[src/rtl/tmnt_rom_pkg.sv]
// Shared types, default SDRAM base addresses and byte-address forming
// for the TMNT ROM fetch arbiter.
package tmnt_rom_pkg;

  typedef enum logic [1:0] {
    CL_TILES = 2'd0,
    CL_SPR   = 2'd1,
    CL_M68K  = 2'd2,
    CL_THEME = 2'd3
  } client_t;

  typedef enum logic {
    ST_IDLE = 1'b0,
    ST_BUSY = 1'b1
  } state_t;

  localparam int          NUM_CLIENTS    = 4;
  localparam logic [25:0] TILES_BASE_DEF = 26'h0000000;
  localparam logic [25:0] SPR_BASE_DEF   = 26'h0100000;
  localparam logic [25:0] M68K_BASE_DEF  = 26'h0300000;
  localparam logic [25:0] THEME_BASE_DEF = 26'h0380000;

  // Half-word clients pack two 16-bit words per 32-bit SDRAM word, so bit 0
  // of their address selects the half and is dropped from the byte address.
  function automatic logic [25:0] form_addr(input logic [25:0] base,
                                            input logic [18:0] word,
                                            input logic        half_words);
    logic [25:0] offs;
    if (half_words) offs = {6'd0, word[18:1], 2'b00};
    else            offs = {5'd0, word, 2'b00};
    return base + offs;
  endfunction

endpackage

[src/rtl/rom_arb_slot.sv]
// One client slot: pending flag, latched address and sticky overrun flag.
// A new request always wins over a same-cycle clear.
module rom_arb_slot
  import tmnt_rom_pkg::*;
#(
  parameter logic [25:0] BASE       = 26'h0000000,
  parameter bit          HALF_WORDS = 1'b0
) (
  input  logic        clk_sys,
  input  logic        reset,
  input  logic        req,
  input  logic [18:0] addr,
  input  logic        clear,
  output logic        pending,
  output logic [25:0] byte_addr,
  output logic        half,
  output logic        overrun
);

  logic        pending_reg;
  logic [18:0] addr_reg;
  logic        overrun_reg;

  always_ff @(posedge clk_sys or posedge reset) begin
    if (reset) begin
      pending_reg <= 1'b0;
      addr_reg    <= '0;
      overrun_reg <= 1'b0;
    end else if (req) begin
      pending_reg <= 1'b1;
      addr_reg    <= addr;
      if (pending_reg) overrun_reg <= 1'b1;
    end else if (clear) begin
      pending_reg <= 1'b0;
    end
  end

  assign pending   = pending_reg;
  assign overrun   = overrun_reg;
  assign byte_addr = form_addr(BASE, addr_reg, HALF_WORDS);
  assign half      = HALF_WORDS ? addr_reg[0] : 1'b0;

endmodule

[src/rtl/tmnt_rom_arbiter.sv]
// Merges the tile, sprite, 68k and theme ROM fetch streams onto one SDRAM
// request/ack port with fixed priority and per-client data holding registers.
module tmnt_rom_arbiter
  import tmnt_rom_pkg::*;
#(
  parameter logic [25:0] TILES_BASE = TILES_BASE_DEF,
  parameter logic [25:0] SPR_BASE   = SPR_BASE_DEF,
  parameter logic [25:0] M68K_BASE  = M68K_BASE_DEF,
  parameter logic [25:0] THEME_BASE = THEME_BASE_DEF
) (
  input  logic        clk_sys,
  input  logic        reset,
  input  logic        tiles_rom_req,
  input  logic [17:0] tiles_rom_addr,
  output logic [31:0] tiles_rom_dout,
  input  logic        spr_rom_req,
  input  logic [18:0] spr_rom_addr,
  output logic [31:0] spr_rom_dout,
  input  logic        m68k_rom_req,
  input  logic [17:0] m68k_rom_addr,
  output logic [15:0] m68k_rom_dout,
  output logic        sdram_dtack,
  input  logic        theme_rom_req,
  input  logic [17:0] theme_rom_addr,
  output logic [31:0] theme_rom_dout,
  output logic        sdram_req,
  output logic [25:0] sdram_addr,
  input  logic        sdram_ack,
  input  logic [31:0] sdram_dout,
  output logic [3:0]  overrun
);

  localparam logic [3:0][25:0] BASES = {THEME_BASE, M68K_BASE, SPR_BASE, TILES_BASE};

  logic [3:0]  req_vec;
  logic [3:0]  clear_vec;
  logic [3:0]  pending_vec;
  logic [3:0]  half_vec;
  logic [18:0] addr_vec      [NUM_CLIENTS];
  logic [25:0] byte_addr_vec [NUM_CLIENTS];

  assign req_vec     = {theme_rom_req, m68k_rom_req, spr_rom_req, tiles_rom_req};
  assign addr_vec[0] = {1'b0, tiles_rom_addr};
  assign addr_vec[1] = spr_rom_addr;
  assign addr_vec[2] = {1'b0, m68k_rom_addr};
  assign addr_vec[3] = {1'b0, theme_rom_addr};

  for (genvar gi = 0; gi < NUM_CLIENTS; gi++) begin : g_slot
    rom_arb_slot #(
      .BASE       (BASES[gi]),
      .HALF_WORDS (gi == int'(CL_M68K))
    ) u_slot (
      .clk_sys   (clk_sys),
      .reset     (reset),
      .req       (req_vec[gi]),
      .addr      (addr_vec[gi]),
      .clear     (clear_vec[gi]),
      .pending   (pending_vec[gi]),
      .byte_addr (byte_addr_vec[gi]),
      .half      (half_vec[gi]),
      .overrun   (overrun[gi])
    );
  end

  state_t      state_reg, state_next;
  client_t     grant_reg, grant_next, pick;
  logic        half_reg, half_next;
  logic        sdram_req_reg, sdram_req_next;
  logic [25:0] sdram_addr_reg, sdram_addr_next;
  logic        ack_take;

  always_comb begin
    if      (pending_vec[0]) pick = CL_TILES;
    else if (pending_vec[1]) pick = CL_SPR;
    else if (pending_vec[2]) pick = CL_M68K;
    else                     pick = CL_THEME;
  end

  always_comb begin
    state_next      = state_reg;
    grant_next      = grant_reg;
    half_next       = half_reg;
    sdram_req_next  = sdram_req_reg;
    sdram_addr_next = sdram_addr_reg;
    ack_take        = 1'b0;
    clear_vec       = 4'd0;
    case (state_reg)
      ST_IDLE: begin
        if (|pending_vec) begin
          grant_next      = pick;
          half_next       = half_vec[pick];
          sdram_addr_next = byte_addr_vec[pick];
          sdram_req_next  = 1'b1;
          state_next      = ST_BUSY;
        end
      end
      ST_BUSY: begin
        if (sdram_ack) begin
          ack_take       = 1'b1;
          clear_vec      = 4'd1 << grant_reg;
          sdram_req_next = 1'b0;
          state_next     = ST_IDLE;
        end
      end
      default: state_next = ST_IDLE;
    endcase
  end

  always_ff @(posedge clk_sys or posedge reset) begin
    if (reset) begin
      state_reg      <= ST_IDLE;
      grant_reg      <= CL_TILES;
      half_reg       <= 1'b0;
      sdram_req_reg  <= 1'b0;
      sdram_addr_reg <= '0;
    end else begin
      state_reg      <= state_next;
      grant_reg      <= grant_next;
      half_reg       <= half_next;
      sdram_req_reg  <= sdram_req_next;
      sdram_addr_reg <= sdram_addr_next;
    end
  end

  // A fresh 68k request keeps DTACK low even if the previous fetch acks now.
  always_ff @(posedge clk_sys or posedge reset) begin
    if (reset) begin
      tiles_rom_dout <= '0;
      spr_rom_dout   <= '0;
      m68k_rom_dout  <= '0;
      theme_rom_dout <= '0;
      sdram_dtack    <= 1'b1;
    end else begin
      if (ack_take) begin
        case (grant_reg)
          CL_TILES: tiles_rom_dout <= sdram_dout;
          CL_SPR:   spr_rom_dout   <= sdram_dout;
          CL_M68K:  m68k_rom_dout  <= half_reg ? sdram_dout[31:16] : sdram_dout[15:0];
          default:  theme_rom_dout <= sdram_dout;
        endcase
      end
      if (m68k_rom_req)                          sdram_dtack <= 1'b0;
      else if (ack_take && grant_reg == CL_M68K) sdram_dtack <= 1'b1;
    end
  end

  assign sdram_req  = sdram_req_reg;
  assign sdram_addr = sdram_addr_reg;

endmodule

[config.mk]
export PLATFORM = sky130hd
export DESIGN_NAME = tmnt_rom_arbiter
export DESIGN_NICKNAME = d
export VERILOG_FILES = /design/src/rtl/tmnt_rom_pkg.sv /design/src/rtl/rom_arb_slot.sv /design/src/rtl/tmnt_rom_arbiter.sv
export SDC_FILE = /design/constraint.sdc
export NUM_CORES = 1
export LEC_CHECK = 0
export CORE_MARGIN = 3
export CORE_UTILIZATION = 45
export CTS_CLUSTER_DIAMETER = 30
export DETAILED_ROUTE_END_ITERATION = 7
export HOLD_SLACK_MARGIN = 0.02
export PLACE_DENSITY_LB_ADDON = 0.05
export SLEW_MARGIN = 20
export SYNTH_ARGS = -nofsm -noshare
export SYNTH_HDL_FRONTEND = slang
export SYNTH_HIERARCHICAL = 1
export SYNTH_SLANG_ARGS = --single-unit
[constraint.sdc]
create_clock -name clk_sys -period 4.4 [get_ports clk_sys]
set_input_delay 0.88 -clock clk_sys [delete_from_list [all_inputs] [get_ports clk_sys]]
set_output_delay 0.88 -clock clk_sys [all_outputs]
set_load 0.05 [all_outputs]
==> results of run 1 <==
[logic make-up after synthesis]
| kind of cell | Yosys count |
|---|---|
| mux | 239 |
| flops | 228 |
| buf+inv | 130 |
| compound gates | 61 |
| simple gates | 31 |
| other cells | 6 |
| fa+ha+maj | 2 |
[power groups by stage]
stage / Clock, uW / Sequential [uW] / Combinational, uW
final: 3780 / 3360 / 5190
after global routing: 3960 / 3450 / 5420
after CTS: 3840 / 3360 / 5230
after detailed placement: 0 / 3360 / 5200
after global placement: 0 / 3350 / 5150
after floorplan: 0 / 5440 / 1340
[cell type report]
cell class / instances / area share
Sequential cell: 228 / 0.402
Multi-Input combinational cell: 365 / 0.254
Timing Repair Buffer: 266 / 0.186
Clock buffer: 63 / 0.0950
Clock inverter: 28 / 0.0266
Tap cell: 275 / 0.0242
Inverter: 46 / 0.0124
Antenna cell: 2 / 0.000352
[per-layer routing]
metal	track usage	up-vias	share of wire
met3	0.0960	45	0.10
met2	0.350	246	0.46
met4	0.0648	0	0.021
met1	0.275	3293	0.41
li1	-	2922	-
met5	0	-	0
[layout by cell type (no fill, tap or decap), types with 2 or more instances in the layout]
master,count
inv_1,44
o21ai_0,20
clkinv_2,8
ha_1,2
clkbuf_1,7
buf_2,2
conb_1,32
mux2_1,2
inv_6,3
clkinvlp_4,7
diode_2,2
nor2_1,2
mux2_2,148
clkinv_4,3
a222oi_1,26
mux2i_1,43
buf_4,10
clkdlybuf4s50_1,253
a21o_1,9
bufinv_16,8
mux2_4,46
clkbuf_8,7
clkbuf_16,49
nand2_1,22
dfrtp_1,226
a21oi_1,2
[stage by stage]
stage,util,instance area (um^2),worst slack (ns),hold slack [ns]
5_1_grt,0.663,14200,1.63,0.479
2_1_floorplan,-,10100,1.72,0.475
4_1_cts,0.663,14200,1.65,0.455
6_report,0.663,14200,1.67,0.452
3_5_place_dp,0.582,12500,1.66,0.445
3_3_place_gp,0.582,12500,1.72,0.440
[path summary, 6_finish.rpt]
check / from / to / slack [ns] / depth (start not counted)
max reg2reg: g_slot[2].u_slot/pending / grant_reg[0] / 2.03 / 4
min reg2reg: g_slot[0].u_slot/overrun / g_slot[0].u_slot/overrun / 0.45 / 1
max: sdram_dtack / sdram_dtack / 1.67 / 1
max in group asynchronous: reset / tiles_rom_dout[7] / 2.59 / 3
min in group asynchronous: reset / sdram_addr[10] / 0.93 / 2
min: g_slot[0].u_slot/overrun / g_slot[0].u_slot/overrun / 0.45 / 1
==> run summary, run 1 <==
Adder-cell share of the synthesized area: 0.00251
Clock-pin slew on the worst setup and hold paths: 0.05 ns
Sw frac: 0.400
Power, Total: 12300 uW
Clock buffer count from CTS: 49
Final Hold Violating Endpoints: 0
Syn Inst Count: 697
Largest area contributor in the netlist: dfrtp_1
Skew-Pair Late Insertion Delay: 0.52 ns
Crit path max-delay family: buffers and inverters
Area Overhead vs Synth: 42.3%
Area of the multi-input gates: 3600 um^2
Flops & latches, synth: 228
Internal power: 7390 uW
Vias: 6506
Sequential share of power: 0.272
CTS resizes: 0
Post-synth EDFFs: 0
Critical path launch point type: flop
CTS tree: done
Most frequent cell after synthesis: dfrtp_1
Longest Clk Path Bufs: 3
IO Port Bufs: 255
Vias per cell: 5.11
RSZ-0062 raised after global routing: false
Setup bufs post-CTS: 0
Asr flop ratio synth: 1.00
Top post-synthesis cells by area: dfrtp_1 57%, mux2_2 17%, mux2_4 6.9%
WL final: 26500 um
Synthesized cell area: 9980 um^2
Count of cell types in the netlist: 28
# rows: 53
Final Max Slew Viols: 0
Setup TNS: 0 ns
Nature of the critical path endpoint: output pin
Syn Area/Cell: 14.3 um^2
Register area: 5710 um^2
Leak: 0.00642 uW
Synth Area in Compound Gates: 0.0471
Commonest register cell after synthesis: dfrtp_1
DRC: 0
Die area: 24000 um^2
Max-slew headroom: 0.291
Fmax: 367 MHz
Setup Viol. Count Final: 0
Portion of netlist area occupied by mux cells: 0.282
Crit-path max cell delay: 0.80 ns
Pin count of the biggest net entering global routing: 86
DRT Pass-1 Iters: 7
All-Layer GR Usage: 0.220
Comb pwr share: 0.421
Clk pwr share: 0.307
Req. time, crit path: 3.52 ns
Sw Pwr: 4930 uW
Worst path cell trace: clkdlybuf4s50_1
FILL cells: 1594
Placed Cells: 1180
Ys Warns: 6
Synth Area in XOR/XNOR: 0
Outcome: completed
Final period util: 0.620
Hold Crit Class: flop to flop
Crit path time final: 2.73 ns
WL/cell: 20.8 um
Sinks on Clock Net: 228
Final nets: 1070
Simple-Gate Fraction of Synth Area: 0.0162
Largest register FFs: 76
CTS Root Buffer Type: clkbuf_16
PwrDens: 868 nW/um^2
CTS Hold Bufs: 0
Final Skew: 0.0124 ns
Share of layout cells above drive strength 1: 0.301
Vias in the first global route: 7366
Register area share after synthesis: 0.572
Top-level port count: 256
Largest family of logic cells by synthesized area: multiplexers
H-tree Lvls: 2
Top cells by count, synth: 227 x dfrtp_1, 148 x mux2_2, 51 x buf_4
First-pass GRT wire length: 41800 um
DP HPWL: 17500 um
CP max FO: 2
Max-cap violations: 0
Core ar.: 21400 um^2
Gr ovfl total: 0
Maximum VDD drop: 0.632 mV
Number of routed nets with antenna violations: 0
Die Y-Extent: 155 um
Fin cells: 1273
DR iter-0 viols: 251
Slowest CP cell: clkdlybuf4s50_1
Setup CP Type: flop to output pin
Initial core utilization: 0.466
Synth top area share: 0.569
Routability Congestion: 0.817
Initial antenna violation count: 1
Die W: 155 um
Tightest Pin Transition: 1.06 ns
WP data arrival: 1.85 ns
WP buf/inv: 1
Note: power is estimated with default switching activity, not from simulation.
==> inputs of run 2 (changes only) <==
==> constraint.sdc (replaced) <==
create_clock -name clk_sys -period 2.45 [get_ports clk_sys]
set_input_delay 0.49 -clock clk_sys [delete_from_list [all_inputs] [get_ports clk_sys]]
set_output_delay 0.49 -clock clk_sys [all_outputs]
set_load 0.05 [all_outputs]
==> run 2 against run 1 <==
Against the previous run: critical path depth did not move; clock-buffer cell count rose by 2; global-route usage fell by 0.26 points; hold slack worse by 0.026 ns; power is 82% higher; utilization is 1.1 points higher; setup slack got worse by 1.5 ns.
==> run summary, run 2 (synthesized netlist as in run 1, its figures left out) <==
Outcome: completed (unchanged)
Routability Congestion: 0.817 (about the same)
Skew-Pair Late Insertion Delay: 0.53 ns (was 0.52 ns)
Vias per cell: 5.05 (was 5.11)
Share of layout cells above drive strength 1: 0.313 (was 0.301)
Area Overhead vs Synth: 44.7% (was 42.3%)
First-pass GRT wire length: 41300 um (was 41800 um)
Nature of the critical path endpoint: output pin (unchanged)
Tightest Pin Transition: 0.737 ns (was 1.06 ns)
DRC: 0 (unchanged)
Longest Clk Path Bufs: 3 (unchanged)
Vias in the first global route: 7363 (was 7366)
Clock-pin slew on the worst setup and hold paths: 0.05 ns (about the same)
H-tree Lvls: 2 (unchanged)
# rows: 53 (unchanged)
DP HPWL: 17700 um (was 17500 um)
CTS resizes: 0 (unchanged)
Largest register FFs: 76 (unchanged)
All-Layer GR Usage: 0.218 (was 0.220)
FILL cells: 1536 (was 1594)
WL/cell: 20.2 um (was 20.8 um)
Setup bufs post-CTS: 0 (unchanged)
Req. time, crit path: 1.96 ns (was 3.52 ns)
WHS: 0.425 ns (was 0.452 ns)
Leak: 0.00654 uW (was 0.00642 uW)
RSZ-0062 raised after global routing: false (unchanged)
Pin count of the biggest net entering global routing: 99 (was 86)
Clock buffer count from CTS: 52 (was 49)
WL final: 26000 um (was 26500 um)
IO Port Bufs: 255 (unchanged)
Number of routed nets with antenna violations: 0 (unchanged)
Final Max Slew Viols: 0 (unchanged)
Die W: 155 um (unchanged)
Crit-path max cell delay: 0.80 ns (about the same)
Initial core utilization: 0.466 (unchanged)
CTS Root Buffer Type: clkbuf_16 (unchanged)
Slowest CP cell: clkdlybuf4s50_1 (unchanged)
Fmax: 430 MHz
Critical path launch point type: flop (unchanged)
Die Y-Extent: 155 um (unchanged)
PwrDens: 1550 nW/um^2 (was 868 nW/um^2)
CP max FO: 2 (unchanged)
WP data arrival: 1.84 ns (was 1.85 ns)
Gr ovfl total: 0 (unchanged)
Most common cell after layout, fill and taps aside: clkdlybuf4s50_1 (unchanged)
Worst path cell trace: clkdlybuf4s50_1 (unchanged)
Max-slew headroom: 0.508 (was 0.291)
Hold Crit Class: input pin to asynchronous set/reset pin (was flop to flop)
Setup CP Type: flop to output pin (unchanged)
DRT Pass-1 Iters: 8 (was 7)
Design Area, Final: 14400 um^2 (was 14200 um^2)
Final nets: 1086 (was 1070)
Core ar.: 21400 um^2 (unchanged)
CTS Hold Bufs: 0 (unchanged)
Initial antenna violation count: 0 (was 1)
Setup TNS: 0 ns (unchanged)
Final Skew: 0.0146 ns (was 0.0124 ns)
Sinks on Clock Net: 228 (unchanged)
Die area: 24000 um^2 (unchanged)
Setup Viol. Count Final: 0 (unchanged)
Final period util: 0.950
WP buf/inv: 1 (unchanged)
Most frequent cells in the layout: 254 x clkdlybuf4s50_1, 226 x dfrtp_1, 148 x mux2_2 (was 253 x clkdlybuf4s50_1, 226 x dfrtp_1, 148 x mux2_2)
CTS tree: done (unchanged)
Final Hold Violating Endpoints: 0 (unchanged)
Crit path time final: 2.33 ns
Maximum VDD drop: 1.01 mV (was 0.632 mV)
Vias: 6505 (was 6506)
Top-level port count: 256 (unchanged)
Area after DPL: 12600 um^2 (was 12500 um^2)
Crit path max-delay family: buffers and inverters (unchanged)
DR iter-0 viols: 331 (was 251)
Power, Total: 22400 uW (was 12300 uW)
Max-cap violations: 0 (unchanged)
==> run 2: cell types whose count changed in the layout (fill, tap and decap cells not counted), sizes merged <==
cell           before  now
clkbuf             63   65
buf                13   25
clkinvlp            7   10
clkdlybuf4s50     253  254
inv                47   45
==> run 2: layout make-up <==
cell class	instances	area (um^2)	area share
clock inverters	29	372	0.0257
clock buffers	65	1440	0.0998
diodes	2	5.00	0.000347
well taps	275	344	0.0238
multi-input cells	365	3600	0.250
inverters	46	176	0.0122
flip-flops and latches	228	5710	0.395
repair buffers	279	2790	0.193
==> run 2: through the flow <==
stage | cells | utilization | setup WS, ns
after CTS | 1287 | 0.674 | 0.0969
final | 1289 | 0.674 | 0.123
after global routing | 1287 | 0.674 | 0.0918
after global placement | 1193 | 0.589 | 0.335
after floorplan | 723 | - | 0.156
after detailed placement | 1193 | 0.589 | 0.263
==> run 2: worst paths after layout <==
path | from | to | slack [ns] | depth (start not counted)
min in group clk_sys | g_slot[0].u_slot/overrun | g_slot[0].u_slot/overrun | 0.45 | 1
min reg2reg | g_slot[0].u_slot/overrun | g_slot[0].u_slot/overrun | 0.45 | 1
max reg2reg | g_slot[2].u_slot/pending | sdram_addr[14] | 0.49 | 4
min | reset | g_slot[3].u_slot/addr_reg[10] | 0.43 | 2
max | sdram_dtack | sdram_dtack | 0.12 | 1
max in group asynchronous | reset | theme_rom_dout[12] | 1.32 | 3
==> run 2: metal layers <==
| metal | GRT usage | wire length, um | vias up |
|---|---|---|---|
| met5 | 0 | 0 | - |
| met4 | 0.0585 | 482 | 0 |
| met3 | 0.0949 | 2750 | 46 |
| met2 | 0.347 | 12400 | 259 |
| met1 | 0.273 | 10400 | 3258 |
| li1 | - | - | 2942 |
==> run 2: worst register-to-register path, cell delays in order (launching register included) <==
cell      delay (ns)
dfrtp_2         0.79
buf_4           0.29
mux2_4          0.32
a222oi_1        0.32
mux2i_1         0.12
==> run 2: power breakdown <==
| part | total [uW] | internal [uW] | leakage [uW] | switching (uW) |
|---|---|---|---|---|
| clock | 7040 | 4960 | 0.000871 | 2080 |
| combinational | 9470 | 3530 | 0.00295 | 5940 |
| sequential | 5910 | 5100 | 0.00272 | 813 |
| total | 22400 | 13600 | 0.00654 | 8840 |
==> inputs of run 3 (changes only) <==
--- a/config.mk
+++ b/config.mk
@@ -5,6 +5,7 @@
 export SDC_FILE = /design/constraint.sdc
 export NUM_CORES = 1
 export LEC_CHECK = 0
+export ABC_AREA = 1
 export CORE_MARGIN = 3
 export CORE_UTILIZATION = 45
 export CTS_CLUSTER_DIAMETER = 30
==> run 3 against run 2 <==
Against the previous run: sequential cell count is the same; first-iteration DRC count up 50%; via count grew 37%; combinational power decreased by 2.3%; utilization shrank 2.6 points; largest power group unchanged.
==> run summary, run 3 <==
Setup Viol. Count Final: 0 (unchanged)
DP HPWL: 20700 um (was 17700 um)
Area Overhead vs Synth: 41.3% (was 44.7%)
Worst setup path startpoint: sdram_dtack (unchanged)
Top-level port count: 256 (unchanged)
Synthesized cell area: 10400 um^2 (was 9980 um^2)
Final nets: 1676 (was 1086)
Setup bufs post-CTS: 0 (unchanged)
Share of layout cells above drive strength 1: 0.0819 (was 0.313)
Reg2reg start: g_slot[1].u_slot/pending (was g_slot[2].u_slot/pending)
WL/cell: 15.5 um (was 20.2 um)
Ys Warns: 6 (unchanged)
Slowest CP cell: clkdlybuf4s50_1 (unchanged)
Initial antenna violation count: 0 (unchanged)
Longest Clk Path Bufs: 3 (unchanged)
Number of routed nets with antenna violations: 0 (unchanged)
Power, Total: 21800 uW (was 22400 uW)
Min setup slack post-route: 0.106 ns (was 0.123 ns)
Pre-CTS setup slack: 0.513 ns (was 0.263 ns)
Post-synth EDFFs: 0 (unchanged)
Vias in the first global route: 8684 (was 7363)
Commonest register cell after synthesis: dfrtp_1 (unchanged)
Most frequent cells in the layout: 521 x nand2_1, 255 x clkdlybuf4s50_1, 227 x dfrtp_1 (was 254 x clkdlybuf4s50_1, 226 x dfrtp_1, 148 x mux2_2)
First-pass GRT wire length: 45800 um (was 41300 um)
Sinks on Clock Net: 228 (unchanged)
Maximum VDD drop: 0.842 mV (was 1.01 mV)
Synth top area share: 0.545 (was 0.569)
All-Layer GR Usage: 0.233 (was 0.218)
RSZ-0062 raised after global routing: false (unchanged)
CP max FO: 2 (unchanged)
Routability Congestion: 0.816 (was 0.817)
Critical path launch point type: flop (unchanged)
IO Port Bufs: 255 (unchanged)
Crit path time final: 2.34 ns (was 2.33 ns)
Largest area contributor in the netlist: dfrtp_1 (unchanged)
Final Skew: 0.0139 ns (was 0.0146 ns)
Tightest Pin Transition: 0.648 ns (was 0.737 ns)
Req. time, crit path: 1.96 ns (about the same)
Setup CP Type: flop to output pin (unchanged)
Die W: 158 um (was 155 um)
Clock buffer count from CTS: 46 (was 52)
Initial core utilization: 0.459 (was 0.466)
Core ar.: 22700 um^2 (was 21400 um^2)
Final Max Slew Viols: 0 (unchanged)
Vias per cell: 4.74 (was 5.05)
Pin count of the biggest net entering global routing: 50 (was 99)
DRT Pass-1 Iters: 5 (was 8)
Top post-synthesis cells by area: dfrtp_1 55%, nand2_1 19%, nor2_1 5.1% (was dfrtp_1 57%, mux2_2 17%, mux2_4 6.9%)
FILL cells: 1939 (was 1536)
CTS resizes: 0 (unchanged)
CTS Root Buffer Type: clkbuf_16 (unchanged)
# rows: 55 (was 53)
Count of cell types in the netlist: 23 (was 28)
WL final: 29300 um (was 26000 um)
Die Y-Extent: 158 um (was 155 um)
PwrDens: 1480 nW/um^2 (was 1550 nW/um^2)
Die area: 25000 um^2 (was 24000 um^2)
Asr flop ratio synth: 1.00 (unchanged)
WP data arrival: 1.85 ns (was 1.84 ns)
Final Hold Violating Endpoints: 0 (unchanged)
Leak: 0.00736 uW (was 0.00654 uW)
Max-cap violations: 0 (unchanged)
Skew-Pair Late Insertion Delay: 0.52 ns (was 0.53 ns)
DRC: 0 (unchanged)
Clock-pin slew on the worst setup and hold paths: 0.05 ns (about the same)
Worst path cell trace: clkdlybuf4s50_1 (unchanged)
Register area share after synthesis: 0.548 (was 0.572)
Most frequent cell after synthesis: nand2_1 (was dfrtp_1)
Gr ovfl total: 0 (unchanged)
Final period util: 0.957 (was 0.950)
Vias: 8939 (was 6505)
CTS Hold Bufs: 0 (unchanged)
Crit path max-delay family: buffers and inverters (unchanged)
WP buf/inv: 1 (unchanged)
Fin cells: 1884 (was 1289)
Placed Cells: 1799 (was 1193)
CTS tree: done (unchanged)
Outcome: completed (unchanged)
Largest register FFs: 76 (unchanged)
H-tree Lvls: 2 (unchanged)
Syn Inst Count: 1312 (was 697)
Flops & latches, synth: 228 (unchanged)
Max-slew headroom: 0.568 (was 0.508)
DR iter-0 viols: 496 (was 331)
Fmax: 427 MHz (was 430 MHz)
Setup TNS: 0 ns (unchanged)
Top cells by count, synth: 521 x nand2_1, 227 x dfrtp_1, 141 x nor2_1 (was 227 x dfrtp_1, 148 x mux2_2, 51 x buf_4)
Syn Area/Cell: 7.94 um^2 (was 14.3 um^2)
Nature of the critical path endpoint: output pin (unchanged)
Ant diodes: 0 (was 2)
Most common cell after layout, fill and taps aside: nand2_1 (was clkdlybuf4s50_1)
Hold Crit Class: input pin to asynchronous set/reset pin (unchanged)
Crit-path max cell delay: 0.81 ns (was 0.80 ns)
## run 3: final cells by class
class	count	area, um^2	share of cell area
clock buffers	61	1330	0.0905
flip-flops and latches	228	5710	0.388
clock inverters	24	348	0.0236
repair buffers	289	2900	0.197
well taps	285	357	0.0242
inverters	120	454	0.0309
multi-input cells	877	3620	0.246
## run 3: kinds of logic (layout without fill, tap and decap cells)
logic type,Yosys count,after routing,share of synthesized area
buffers and inverters,233,494,0.115
adder cells (fa/ha/maj),2,2,0.00240
other,6,32,0.00216
AND/OR/NAND/NOR,727,727,0.273
flip-flops,228,228,0.548
AO/OA/AOI/OAI,116,116,0.0596
## run 3: worst paths after layout
kind | cells after the start | slack [ns] | endpoint
max | 1 | 0.11 | sdram_dtack
min | 3 | 0.41 | g_slot[1].u_slot/addr_reg[14]
max reg2reg | 8 | 0.68 | sdram_addr[11]
min reg2reg | 2 | 0.47 | g_slot[3].u_slot/addr_reg[15]
max in group asynchronous | 3 | 1.40 | sdram_dtack
min in group clk_sys | 2 | 0.47 | g_slot[3].u_slot/addr_reg[15]
## run 3: metrics by stage
stage          cell area (um^2)   util  hold slack (ns)
3_5_place_dp              13000  0.574            0.459
4_1_cts                   14700  0.648            0.398
2_1_floorplan             10500      -            0.442
5_1_grt                   14700  0.648            0.423
6_report                  14700  0.648            0.412
3_3_place_gp              13000  0.574            0.453
## run 3: per-layer routing
layer / wire length (um) / up-vias / global-route usage
met5: 0 / - / 0
met4: 533 / 0 / 0.0619
met3: 1830 / 44 / 0.0429
met2: 14700 / 294 / 0.405
met1: 12300 / 4166 / 0.302
li1: - / 4435 / -
## run 3: power breakdown
group          internal, uW  switching (uW)
registers              5060             857
clock network          4650            2000
logic                  2920            6330
